`src/rtl/dst_serializer.sv`:
```
// dst_serializer: waits a settle time after start, captures the compressor
// result vector, shifts it out LSB-first over a 1-bit valid/ready stream and
// keeps a running 32-bit modular sum of every captured result.
module dst_serializer #(
  parameter int WIDTH  = 21,
  parameter int SETTLE = 16,
  parameter int CNT_W  = 8
) (
  input  logic             clk,
  input  logic             rst_n,
  input  logic [WIDTH-1:0] dst,
  input  logic             start,
  output logic             sout,
  output logic             sout_valid,
  input  logic             sout_ready,
  output logic             sout_last,
  output logic             busy,
  output logic [31:0]      signature,
  output logic [15:0]      frame_count
);

  typedef enum logic [1:0] {
    ST_IDLE   = 2'd0,
    ST_SETTLE = 2'd1,
    ST_SHIFT  = 2'd2
  } state_t;

  // The settle counter starts at SETTLE and capture happens on the edge that
  // sees it at zero, so capture lands SETTLE+1 edges after start is sampled
  // and a zero settle time still spends exactly one cycle in ST_SETTLE.
  localparam logic [CNT_W-1:0] SETTLE_LOAD = CNT_W'(SETTLE);
  localparam logic [CNT_W-1:0] BIT_LOAD    = CNT_W'(WIDTH - 1);
  localparam logic [CNT_W-1:0] CNT_ONE     = CNT_W'(1);

  state_t             r_state;
  logic [CNT_W-1:0]   r_settle_cnt;
  logic [CNT_W-1:0]   r_bit_cnt;
  logic [WIDTH-1:0]   r_shreg;
  logic               r_sout;
  logic               r_sout_valid;
  logic               r_sout_last;
  logic               r_busy;
  logic [31:0]        r_signature;
  logic [15:0]        r_frame_count;

  logic [WIDTH-1:0]   w_shift_next;
  logic               w_handshake;
  logic [31:0]        w_dst_ext;

  // Shift register contents after one right shift; zero enters at the MSB.
  genvar gi;
  generate
    for (gi = 0; gi < WIDTH; gi++) begin : g_shift
      if (gi == WIDTH - 1) begin : g_top
        assign w_shift_next[gi] = 1'b0;
      end else begin : g_mid
        assign w_shift_next[gi] = r_shreg[gi+1];
      end
    end
  endgenerate

  assign w_handshake = r_sout_valid & sout_ready;
  assign w_dst_ext   = 32'(dst);

  // Sequencer: settle countdown, capture, and bit-by-bit handshaked shifting.
  always_ff @(posedge clk) begin
    if (!rst_n) begin
      r_state       <= ST_IDLE;
      r_settle_cnt  <= '0;
      r_bit_cnt     <= '0;
      r_shreg       <= '0;
      r_sout        <= 1'b0;
      r_sout_valid  <= 1'b0;
      r_sout_last   <= 1'b0;
      r_busy        <= 1'b0;
      r_signature   <= '0;
      r_frame_count <= '0;
    end else begin
      case (r_state)
        ST_IDLE: begin
          if (start) begin
            r_state      <= ST_SETTLE;
            r_settle_cnt <= SETTLE_LOAD;
            r_busy       <= 1'b1;
          end
        end

        ST_SETTLE: begin
          if (r_settle_cnt == '0) begin
            // Capture edge: latch the result, fold it into the signature and
            // present bit 0 immediately.
            r_state      <= ST_SHIFT;
            r_shreg      <= dst;
            r_signature  <= r_signature + w_dst_ext;
            r_bit_cnt    <= BIT_LOAD;
            r_sout       <= dst[0];
            r_sout_valid <= 1'b1;
            r_sout_last  <= (BIT_LOAD == '0);
          end else begin
            r_settle_cnt <= r_settle_cnt - CNT_ONE;
          end
        end

        ST_SHIFT: begin
          // Without a handshake everything holds, which keeps the stream
          // stable under backpressure.
          if (w_handshake) begin
            if (r_bit_cnt == '0) begin
              r_state       <= ST_IDLE;
              r_sout        <= 1'b0;
              r_sout_valid  <= 1'b0;
              r_sout_last   <= 1'b0;
              r_busy        <= 1'b0;
              r_frame_count <= r_frame_count + 16'd1;
            end else begin
              r_shreg     <= w_shift_next;
              r_sout      <= w_shift_next[0];
              r_bit_cnt   <= r_bit_cnt - CNT_ONE;
              r_sout_last <= (r_bit_cnt == CNT_ONE);
            end
          end
        end

        default: begin
          r_state      <= ST_IDLE;
          r_sout       <= 1'b0;
          r_sout_valid <= 1'b0;
          r_sout_last  <= 1'b0;
          r_busy       <= 1'b0;
        end
      endcase
    end
  end

  assign sout        = r_sout;
  assign sout_valid  = r_sout_valid;
  assign sout_last   = r_sout_last;
  assign busy        = r_busy;
  assign signature   = r_signature;
  assign frame_count = r_frame_count;

endmodule

```
`config.mk`:
```
export PLATFORM = sky130hd
export DESIGN_NAME = dst_serializer
export DESIGN_NICKNAME = d
export VERILOG_FILES = /design/src/rtl/dst_serializer.sv
export SDC_FILE = /design/constraint.sdc
export NUM_CORES = 1
export LEC_CHECK = 0
export CAP_MARGIN = 10
export CORE_UTILIZATION = 40
export DETAILED_ROUTE_END_ITERATION = 10
export GPL_ROUTABILITY_DRIVEN = 0
export HOLD_SLACK_MARGIN = 0.02
export PLACE_DENSITY_LB_ADDON = 0.2
export SYNTH_ARGS = -nofsm -noshare
export SYNTH_HDL_FRONTEND = slang
export SYNTH_SLANG_ARGS = --single-unit
```
`constraint.sdc`:
```
create_clock -name clk -period 3.5 [get_ports clk]
set_clock_uncertainty 0.1 [all_clocks]
set_input_delay 1.05 -clock clk [delete_from_list [all_inputs] [get_ports clk]]
set_output_delay 1.05 -clock clk [all_outputs]
set_load 0.02 [all_outputs]
```
Yosys cells after proc, flatten, opt, wreduce, memory -nomap -nowiden
Cells that the tools add are included.
{"block": "op_classes", "n_eq_ne": 9, "n_addsub": 4, "reduce_logical": 13, "muxes": 30, "n_bitwise": 3}
{"cell": "21-bit 2-to-1 mux", "n": 3}
{"cell": "21-bit case mux with 2 select lines", "n": 1}
{"cell": "8-bit 2-to-1 mux", "n": 5}
{"cell": "32-bit by 21-bit adder with 32-bit output", "n": 1}
{"cell": "8-bit case mux with 2 select lines", "n": 2}
{"cell": "16-bit by 1-bit adder with 16-bit output, second input constant", "n": 1}
{"cell": "8-bit zero test", "n": 2}
{"cell": "4-bit AND reduction", "n": 4}
{"cell": "8-bit by 1-bit subtractor with 8-bit output, second input constant", "n": 2}
{"cell": "2-bit != test, second input constant", "n": 6}
{"cell": "1-bit case mux with 3 select lines", "n": 4}
{"cell": "1-bit 2-to-1 mux", "n": 10}
{"cell": "3-bit AND reduction", "n": 3}
{"cell": "8-bit by 1-bit equality test with 1-bit output, second input constant", "n": 1}
{"cell": "2-bit 2-to-1 mux", "n": 4}
{"cell": "2-bit case mux with 3 select lines", "n": 1}
{"cell": "2-bit nonzero test", "n": 2}
{"cell": "2-bit by 1-bit equality test with 1-bit output, second input constant", "n": 1}
{"cell": "2-bit equality test, second input constant", "n": 1}
{"cell": "2-bit zero test", "n": 1}
{"cell": "1-bit NOT", "n": 2}
{"cell": "2-bit AND reduction", "n": 1}
{"cell": "1-bit bitwise AND", "n": 1}
{"block": "totals", "regBits": 91, "wordCells": 69}

Depth between registers and ports, before layout
Gate-level depths: netlist of run 1.
{"block": "depth", "word_depth": 4, "depth_mapped": 10, "mapped_depth_nobuf": 9}

Worst setup path before layout of run 1
OpenSTA, ideal clock, no wires.
{"block": "synth_path", "path_kind": "in2reg", "from": "input dst[0]", "to": "register r_signature[24] (netlist: signature[24])", "t_arrival_ns": 2.815, "n_path_buf": 0, "cell_stages": 9, "required_ns": 3.268, "setup_slack_ns": 0.453, "setup_ns": 0.132, "path_cell_list": "ha_1 > fa_1 > a211oi_1 > o21ai_0 > nand3_1 > a31oi_1 > o21ai_1 > or3_1 > a21oi_1"}
{"block": "synth_between", "elab_chain_len": 1}
{"item": "start, declared", "line": "11", "text": "input logic [WIDTH-1:0] dst,"}
{"item": "32-bit by 21-bit adder with 32-bit output", "line": "94", "text": "r_signature <= r_signature + w_dst_ext;"}
{"item": "end signal, assigned", "line": "94"}
{"item": "end, declared", "line": "43", "text": "logic [31:0] r_signature;"}
Every way passes these cells.
A chain may end at the register's enable or synchronous reset.

Worst setup path in the final report of run 1
{"block": "layout_path", "from": "input dst[0]", "to": "register r_signature[19] (netlist: signature[19])"}
Same word-level chain as after synthesis.

==> results of run 1 <==
## tightest hold or removal path, cell delays in order, from the launching register on
cell and delay (ps):
dfxtp_1 320, nand2_1 60, a21oi_1 50
## logic make-up after synthesis
group | after synthesis
xor+xnor | 33
flops | 90
compound gates | 162
simple gates | 230
mux | 29
fa+ha+maj | 31
buf+inv | 43
## power groups by stage
stage	clock network [mW]	registers [mW]	logic, mW
2_1_floorplan	0	1.60	1.56
3_3_place_gp	0	1.56	2.32
3_5_place_dp	0	1.57	2.37
4_1_cts	1.05	1.55	2.39
5_1_grt	1.09	1.58	2.66
6_report	1.02	1.55	2.38
## state kept, by name (all words and copies together) (netlist names)
name          flops
sout_valid        1
sout              1
r_bit_cnt         8
frame_count      16
r_state           2
signature        32
r_shreg          20
sout_last         1
busy              1
r_settle_cnt      8
## Yosys cell counts, drive strengths merged (2+ instances only)
library cell / count / area, um^2
or2: 2 / 12.5
nor4: 3 / 40.0
clkbuf: 22 / 124
a21boi: 3 / 22.5
or4: 2 / 15.0
a41o: 2 / 21.3
and4: 4 / 35.0
nor2b: 3 / 18.8
a31oi: 5 / 31.3
o31ai: 5 / 42.5
nand4b: 2 / 17.5
o21ai: 34 / 170
and2: 6 / 38.8
and3: 11 / 70.1
o21a: 3 / 22.5
nor2: 74 / 280
xor2: 22 / 193
nand4: 9 / 56.3
nor3: 13 / 65.1
a21oi: 53 / 269
o211ai: 5 / 37.5
inv: 16 / 60.1
nand2: 59 / 221
a32oi: 2 / 17.5
or3: 7 / 43.8
mux2i: 29 / 290
dfxtp: 90 / 1800
nand3b: 2 / 15.0
nand2b: 9 / 56.3
xnor2: 11 / 96.3
nand3: 20 / 105
a21o: 9 / 68.8
ha: 30 / 375
buf: 5 / 23.8
nor3b: 2 / 15.0
a211oi: 31 / 233
## routing by layer
| metal | share of wire | track usage | vias up |
|---|---|---|---|
| li1 | - | - | 2453 |
| met1 | 0.48 | 0.266 | 2249 |
| met2 | 0.47 | 0.333 | 84 |
| met3 | 0.039 | 0.0397 | 11 |
| met4 | 0.013 | 0.0658 | 0 |
| met5 | 0 | 0 | - |
## stage by stage
| stage | area (um^2) | TNS (ps) | power, mW | hold WS, ps |
|---|---|---|---|---|
| finish | 6710 | 0 | 4.94 | 371 |
| detailed placement | 6390 | -2840 | 3.94 | 360 |
| global route | 6710 | 0 | 5.33 | 399 |
| CTS | 6700 | 0 | 4.98 | 371 |
| floorplan | 5150 | 0 | 3.15 | 345 |
| global placement | 6390 | -2180 | 3.87 | 354 |
## layout make-up
| cell class | count | area [um^2] |
|---|---|---|
| tap | 172 | 215 |
| multi-input combinational | 485 | 3160 |
| clock buffer | 9 | 225 |
| clock inverter | 7 | 81.3 |
| fill | 1182 | 5860 |
| sequential | 90 | 1800 |
| timing repair buffer | 128 | 1160 |
| inverter | 16 | 60.1 |
## worst paths after layout
path / endpoint / cells past startpoint / startpoint / slack (ps)
setup reg to reg: signature[19]$_SDFFE_PN0P_ / 9 / signature[0]$_SDFFE_PN0P_ / 990
hold reg to reg: sout_last$_SDFFE_PN0P_ / 2 / sout_last$_SDFFE_PN0P_ / 370
hold / removal: sout_last$_SDFFE_PN0P_ / 2 / sout_last$_SDFFE_PN0P_ / 370
setup / recovery: signature[19]$_SDFFE_PN0P_ / 10 / dst[0] / 150
## what timing repair did
action / 4_1_cts / 5_1_grt
buffers inserted: 0 / 0
setup endpoints to repair: 0 / 5
resized for setup: 0 / 4
==> results.toml, run 1 <==
[outcome]
status = "finished clean"

[worst_setup_path]
worstPathRequired_ps = 3670
cp_top_family = "compound AO/OA/AOI/OAI gates"
crit_path_end_kind = "flip-flop"
critPathMaxFanout = 5
critPathMaxStageDelay_ps = 490
path_buf_inv = 2
worstSetupPathType = "primary input to flip-flop"
worst-endpoint-arrival_ps = 3530
slowest_stage = "clkdlybuf4s50_1"
start_kind = "primary input"
path_cells = "clkdlybuf4s50_1 > ha_1 > buf_4 > a21oi_1 > nand4b_1 > a21o_1 > a311o_2 > a2111oi_4 > nor3_1 > o31ai_2"

[timing]
slew_viol_final = 0
max_freq_mhz = 298
rsz0062_at_grt = "no"
finalHoldViolations = 0
setup_violations = 0
min_period_over_period = 0.958
min_period_ps = 3350
worst_slack_ps = 147
tightest_slew_ps = 534
maxSlewHeadroom = 0.644

[finish]
final_util = 0.534
final_common_cell = "dfxtp_1"
layout-drive-gt1-share = 0.117
syn_to_final_growth_pct = 30.2
num-nets-final = 786
final_cell_mix = "dfxtp_1 (90), clkdlybuf4s50_1 (76), nor2_1 (73)"
antenna_cells = 0
instances_no_fill = 907

[clock_tree]
cts.path.max_buffers = 2
clock-root-buffer = "clkbuf_16"
ctsHoldBuffers = 0
clock-sinks = 90
cts-buffers-inserted = 9
htree_levels = 3
clk_latency_ps = 360
clk_pin_slew_ps = 70
tritoncts = "done"

[grt]
grt_pass1_vias = 4486
grt_max_degree = 52
antenna_found_initial = 0
grt_usage = 0.202
grt.overflow.total = 0
grt_pass1_wl_mm = 21.2

[power_and_ir_drop]
p_leak_nw = 2.53
pwr-share-seq = 0.313
vdd_drop_max_mv = 0.392
switching_share = 0.405
p_per_area_nw_per_um2 = 737
internal-power_mw = 2.94
p_switching_mw = 2.00
p_clk_frac = 0.206
combPwrFrac = 0.482

[floorplan]
start_util = 0.410
core_area_um2 = 12600
pin_count = 77
rows = 41
die_area_um2 = 13300
die_x_um = 115
dieHeight_um = 115

[drt]
drc = 0
first_pass_iters = 4
wirelength_mm = 12.8
drtIter0Drc = 218
post_drt_wl_per_cell_um = 14.1
vias = 4797
ant_nets = 0
via_per_inst = 5.29

[logic_synthesis]
synth-compound-area-share = 0.203
ys_ff_latch = 90
post_synth_xor_area_fraction = 0.0561
seq_area_frac_synth = 0.350
yosys_warnings = 0
avgSynthCellArea_um2 = 8.34
syn-num-nets = 674
netlist_instances = 618
yosys_most_used_dff = "dfxtp_1"
yosys.area_share.simple = 0.218
synthAdderAreaFrac = 0.0767
synth_top_family_by_area = "simple AND/OR/NAND/NOR gates"
syn_area_um2 = 5150
synth_cell_types = 63
synth_edf_count = 0
synthMuxAreaShare = 0.0563
async_reset_ff_frac = 0

[placed_design]
hpwlAfterDp_mm = 9.55
io_buffers = 76
dp.cells = 891
pre_cts_ws_ps = -319

[run]
cap_violations = 0

[min_path]
hp-class = "flip-flop to flip-flop"
Power figures use the tool's default switching activity.
==> run 2, diff against run 1 <==
--- a/config.mk
+++ b/config.mk
@@ -6,11 +6,11 @@
 export NUM_CORES = 1
 export LEC_CHECK = 0
 export CAP_MARGIN = 10
+export CORE_MARGIN = 2
 export CORE_UTILIZATION = 40
 export DETAILED_ROUTE_END_ITERATION = 10
 export GPL_ROUTABILITY_DRIVEN = 0
-export HOLD_SLACK_MARGIN = 0.02
-export PLACE_DENSITY_LB_ADDON = 0.2
+export PLACE_DENSITY = 0.72
 export SYNTH_ARGS = -nofsm -noshare
 export SYNTH_HDL_FRONTEND = slang
 export SYNTH_SLANG_ARGS = --single-unit
==> run 2 against run 1 <==
Net effect:
- maximum frequency is 0.89% lower
- final cell count down 0.44%
- critical endpoint unchanged
- wire length increased by 2.5%
- first-iteration DRC count grew 26%
- sequential cell count unchanged
- non-clock buffer count down 4
- sequential share of layout area grew 0.070 points
- global-route usage shrank 1.2 points
- largest power group unchanged
- highest routed layer unchanged
- power is 1.2% lower
==> results.toml, run 2 (synthesis results as in run 1) <==
[floorplan]
pin_count = 77
die_x_um = 117
core_area_um2 = 12600
dieHeight_um = 117
start_util = 0.408
die_area_um2 = 13800
rows = 41

[grt]
antenna_found_initial = 0
busiest_layer = "met2"
grtUsageMet2 = 0.326
met1_usage = 0.238
grt_pass1_wl_mm = 22.0
grt.overflow.total = 0
grt_usage = 0.190
grt_max_degree = 52
grt_use_met3 = 0.0392
grt_pass1_vias = 4780

[power_and_ir_drop]
power_mw = 4.89
vdd_drop_max_mv = 0.293
p_leak_nw = 2.50
p_per_area_nw_per_um2 = 731

[clock_tree]
clk_pin_slew_ps = 70
clk_latency_ps = 350
htree_levels = 3
ctsHoldBuffers = 0
cts.path.max_buffers = 2
tritoncts = "done"
clock-sinks = 90
cts-buffers-inserted = 9
clock-root-buffer = "clkbuf_16"

[worst_setup_path]
worst-endpoint-arrival_ps = 3550
reg2reg_depth = 9
worstSetupPathType = "primary input to flip-flop"
r2r_slack_ps = 970
crit_path_end_kind = "flip-flop"
start_kind = "primary input"
critPathMaxFanout = 5
worstPathRequired_ps = 3670

[placed_design]
hpwlAfterDp_mm = 9.50
pre_cts_ws_ps = -386
dp.cells = 886
io_buffers = 76

[run]
cap_violations = 0

[drt]
via_per_inst = 5.37
ant_nets = 0
vias = 4846
post_drt_wl_per_cell_um = 14.5
drc = 0
drtIter0Drc = 275
wirelength_mm = 13.1
first_pass_iters = 4

[timing]
max_freq_mhz = 296
setup_violations = 0
min_period_ps = 3380
worst_slack_ps = 117
tightest_slew_ps = 500
min_period_over_period = 0.967
slew_viol_final = 0
maxSlewHeadroom = 0.667
rsz0062_at_grt = "no"
finalHoldViolations = 0

[finish]
regArea_um2 = 1800
num-nets-final = 782
final_common_cell = "dfxtp_1"
antenna_cells = 0
largest_register_ff_count = 32
nFillCells = 1197
instances_no_fill = 903
final_cell_mix = "dfxtp_1 (90), clkdlybuf4s50_1 (76), nor2_1 (73)"
syn_to_final_growth_pct = 29.8
layout-drive-gt1-share = 0.118
multi_input_area_um2 = 3180
final_util = 0.530

[outcome]
status = "finished clean"

[min_path]
hp-class = "flip-flop to flip-flop"
min_path_cells = 2
-- run 2: power by group --
| part | internal (mW) | switching, mW | total, mW | leakage, nW |
|---|---|---|---|---|
| registers | 1.31 | 0.235 | 1.55 | 0.732 |
| logic | 1.05 | 1.34 | 2.39 | 1.63 |
| clock network | 0.502 | 0.453 | 0.955 | 0.143 |
| total | 2.86 | 2.02 | 4.89 | 2.50 |
-- run 2: area by class of cell --
class                      instances  area share
timing repair buffer             124       0.169
clock buffer                       9      0.0337
tap                              172      0.0322
clock inverter                     7      0.0108
inverter                          16     0.00898
multi-input combinational        485       0.475
sequential                        90       0.269
-- run 2: worst paths after layout --
kind                              from                    endpoint
min             sout_last$_SDFFE_PN0P_      sout_last$_SDFFE_PN0P_
max reg2reg  signature[0]$_SDFFE_PN0P_  signature[19]$_SDFFE_PN0P_
max                             dst[0]  signature[19]$_SDFFE_PN0P_
min reg2reg     sout_last$_SDFFE_PN0P_      sout_last$_SDFFE_PN0P_
-- run 2: repair_timing --
action / CTS / global route
pin swaps: 0 / 2
buffers inserted: 0 / 1
resized for setup: 1 / 7
endpoints found under the setup margin: 1 / 6
-- run 2: per-layer routing --
metal | vias to the layer above | wire, um
met5 | - | 0
met4 | 0 | 198
met3 | 15 | 594
met2 | 97 | 6300
met1 | 2280 | 6040
li1 | 2454 | -
-- run 2: per-stage QoR --
| step | hold WS [ps] | cell area, um^2 | TNS (ps) |
|---|---|---|---|
| global placement | 355 | 6350 | -2330 |
| floorplan | 345 | 5150 | 0 |
| global route | 401 | 6690 | 0 |
| finish | 368 | 6690 | 0 |
| detailed placement | 362 | 6350 | -3230 |
| CTS | 372 | 6650 | 0 |
-- run 2: critical path, cell delays in order --
cell and delay (ps):
clkdlybuf4s50_1 500, ha_1 200, buf_4 110, a21oi_1 70
nand4b_1 220, a21o_1 250, a311o_2 450, a2111oi_4 380
nor3_1 110, o31ai_2 200
==> run 3, diff against run 2 <==
--- a/config.mk
+++ b/config.mk
@@ -11,6 +11,8 @@
 export DETAILED_ROUTE_END_ITERATION = 10
 export GPL_ROUTABILITY_DRIVEN = 0
 export PLACE_DENSITY = 0.72
+export REMOVE_ABC_BUFFERS = 1
+export SKIP_CTS_REPAIR_TIMING = 1
 export SYNTH_ARGS = -nofsm -noshare
 export SYNTH_HDL_FRONTEND = slang
 export SYNTH_SLANG_ARGS = --single-unit
==> run 3 against run 2 <==
Net effect:
- final cell count shrank 0.55%
- worst hold slack gained 3.1 ps
- highest routed layer unchanged
- critical path type unchanged
- setup slack got worse by 6.0 ps
- sequential power is essentially flat
==> results.toml, run 3 (synthesis results as in run 1) <==
[outcome]
status = "finished clean"

[drt]
first_pass_iters = 5
drtIter0Drc = 267
wirelength_mm = 13.2
via_per_inst = 5.41
vias = 4861
ant_nets = 0
post_drt_wl_per_cell_um = 14.7
drc = 0

[floorplan]
die_area_um2 = 13800
core_area_um2 = 12600
rows = 41
pin_count = 77
dieHeight_um = 117
die_x_um = 117
start_util = 0.408

[placed_design]
pre_cts_ws_ps = -290
io_buffers = 76
hpwlAfterDp_mm = 9.72

[grt]
grt_pass1_wl_mm = 22.1
grt_max_degree = 30
grt.overflow.total = 0
grt_usage = 0.192
antenna_found_initial = 0
grt_pass1_vias = 4704

[finish]
nFillCells = 1219
final_common_cell = "dfxtp_1"
largest_register_ff_count = 32
multi_input_area_um2 = 3170
layout-drive-gt1-share = 0.107
final_util = 0.525
final_cell_mix = "dfxtp_1 (90), clkdlybuf4s50_1 (76), nor2_1 (73)"
num-nets-final = 777
antenna_cells = 0
syn_to_final_growth_pct = 28.5
regArea_um2 = 1800

[clock_tree]
tritoncts = "done"
clock-sinks = 90
clk_latency_ps = 360
cts-buffers-inserted = 9
htree_levels = 3
clk_pin_slew_ps = 80
cts.path.max_buffers = 2
clock-root-buffer = "clkbuf_16"

[power_and_ir_drop]
p_per_area_nw_per_um2 = 736
p_leak_nw = 2.48
vdd_drop_max_mv = 0.344

[timing]
maxSlewHeadroom = 0.478
whs_ps = 371
min_period_over_period = 0.968
min_period_ps = 3390
slew_viol_final = 0
setup_violations = 0
max_freq_mhz = 295
finalHoldViolations = 0
worst_slack_ps = 111
rsz0062_at_grt = "no"
tightest_slew_ps = 783

[min_path]
hp-class = "flip-flop to flip-flop"

[worst_setup_path]
worstSetupPathType = "primary input to flip-flop"
worst-endpoint-arrival_ps = 3550
critPathMaxFanout = 5
worstPathRequired_ps = 3660
start_kind = "primary input"
crit_path_end_kind = "flip-flop"

[run]
cap_violations = 0
[run 3: path summary, 6_finish.rpt]
| kind | start | end | slack, ps | cells after the start |
|---|---|---|---|---|
| worst min-delay path | sout_last$_SDFFE_PN0P_ | sout_last$_SDFFE_PN0P_ | 370 | 2 |
| worst max register to register | r_state[0]$_SDFFE_PN0P_ | frame_count[12]$_SDFFE_PN0P_ | 850 | 7 |
| worst max-delay path | dst[1] | signature[19]$_SDFFE_PN0P_ | 110 | 9 |
| worst min register to register | sout_last$_SDFFE_PN0P_ | sout_last$_SDFFE_PN0P_ | 370 | 2 |
[run 3: stage by stage]
step                setup TNS, ps  std cells  power, mW  instance area [um^2]
floorplan                       0        591       3.08                  5000
global placement            -1970        882       3.80                  6310
detailed placement          -3020        882       3.88                  6310
CTS                             0        898       4.88                  6610
global route                    0        898       5.22                  6620
finish                          0        898       4.88                  6620
[run 3: final cells by class]
class	instances	share of cell area
clock buffer	10	0.0361
clock inverter	6	0.00850
inverter	16	0.00907
multi-input combinational	485	0.478
sequential	90	0.272
tap	172	0.0325
timing repair buffer	119	0.164
[run 3: per-layer routing]
layer	GRT usage	routed length [um]	vias to the layer above
met1	0.243	6190	2311
li1	-	-	2432
met5	0	0	-
met2	0.326	6330	103
met3	0.0417	493	15
met4	0.0640	201	0
[run 3: worst max-delay path, cell delays in order]
cell	delay, ps
clkdlybuf4s50_1	490
ha_1	320
a21oi_1	80
nand4b_1	220
a21o_1	250
a311o_2	430
a2111oi_4	360
nor3_1	110
o31ai_2	230
[run 3: power breakdown]
part	internal, mW	switching (mW)	leakage, nW
clock	0.519	0.460	0.144
combinational	1.02	1.33	1.60
sequential	1.31	0.240	0.732
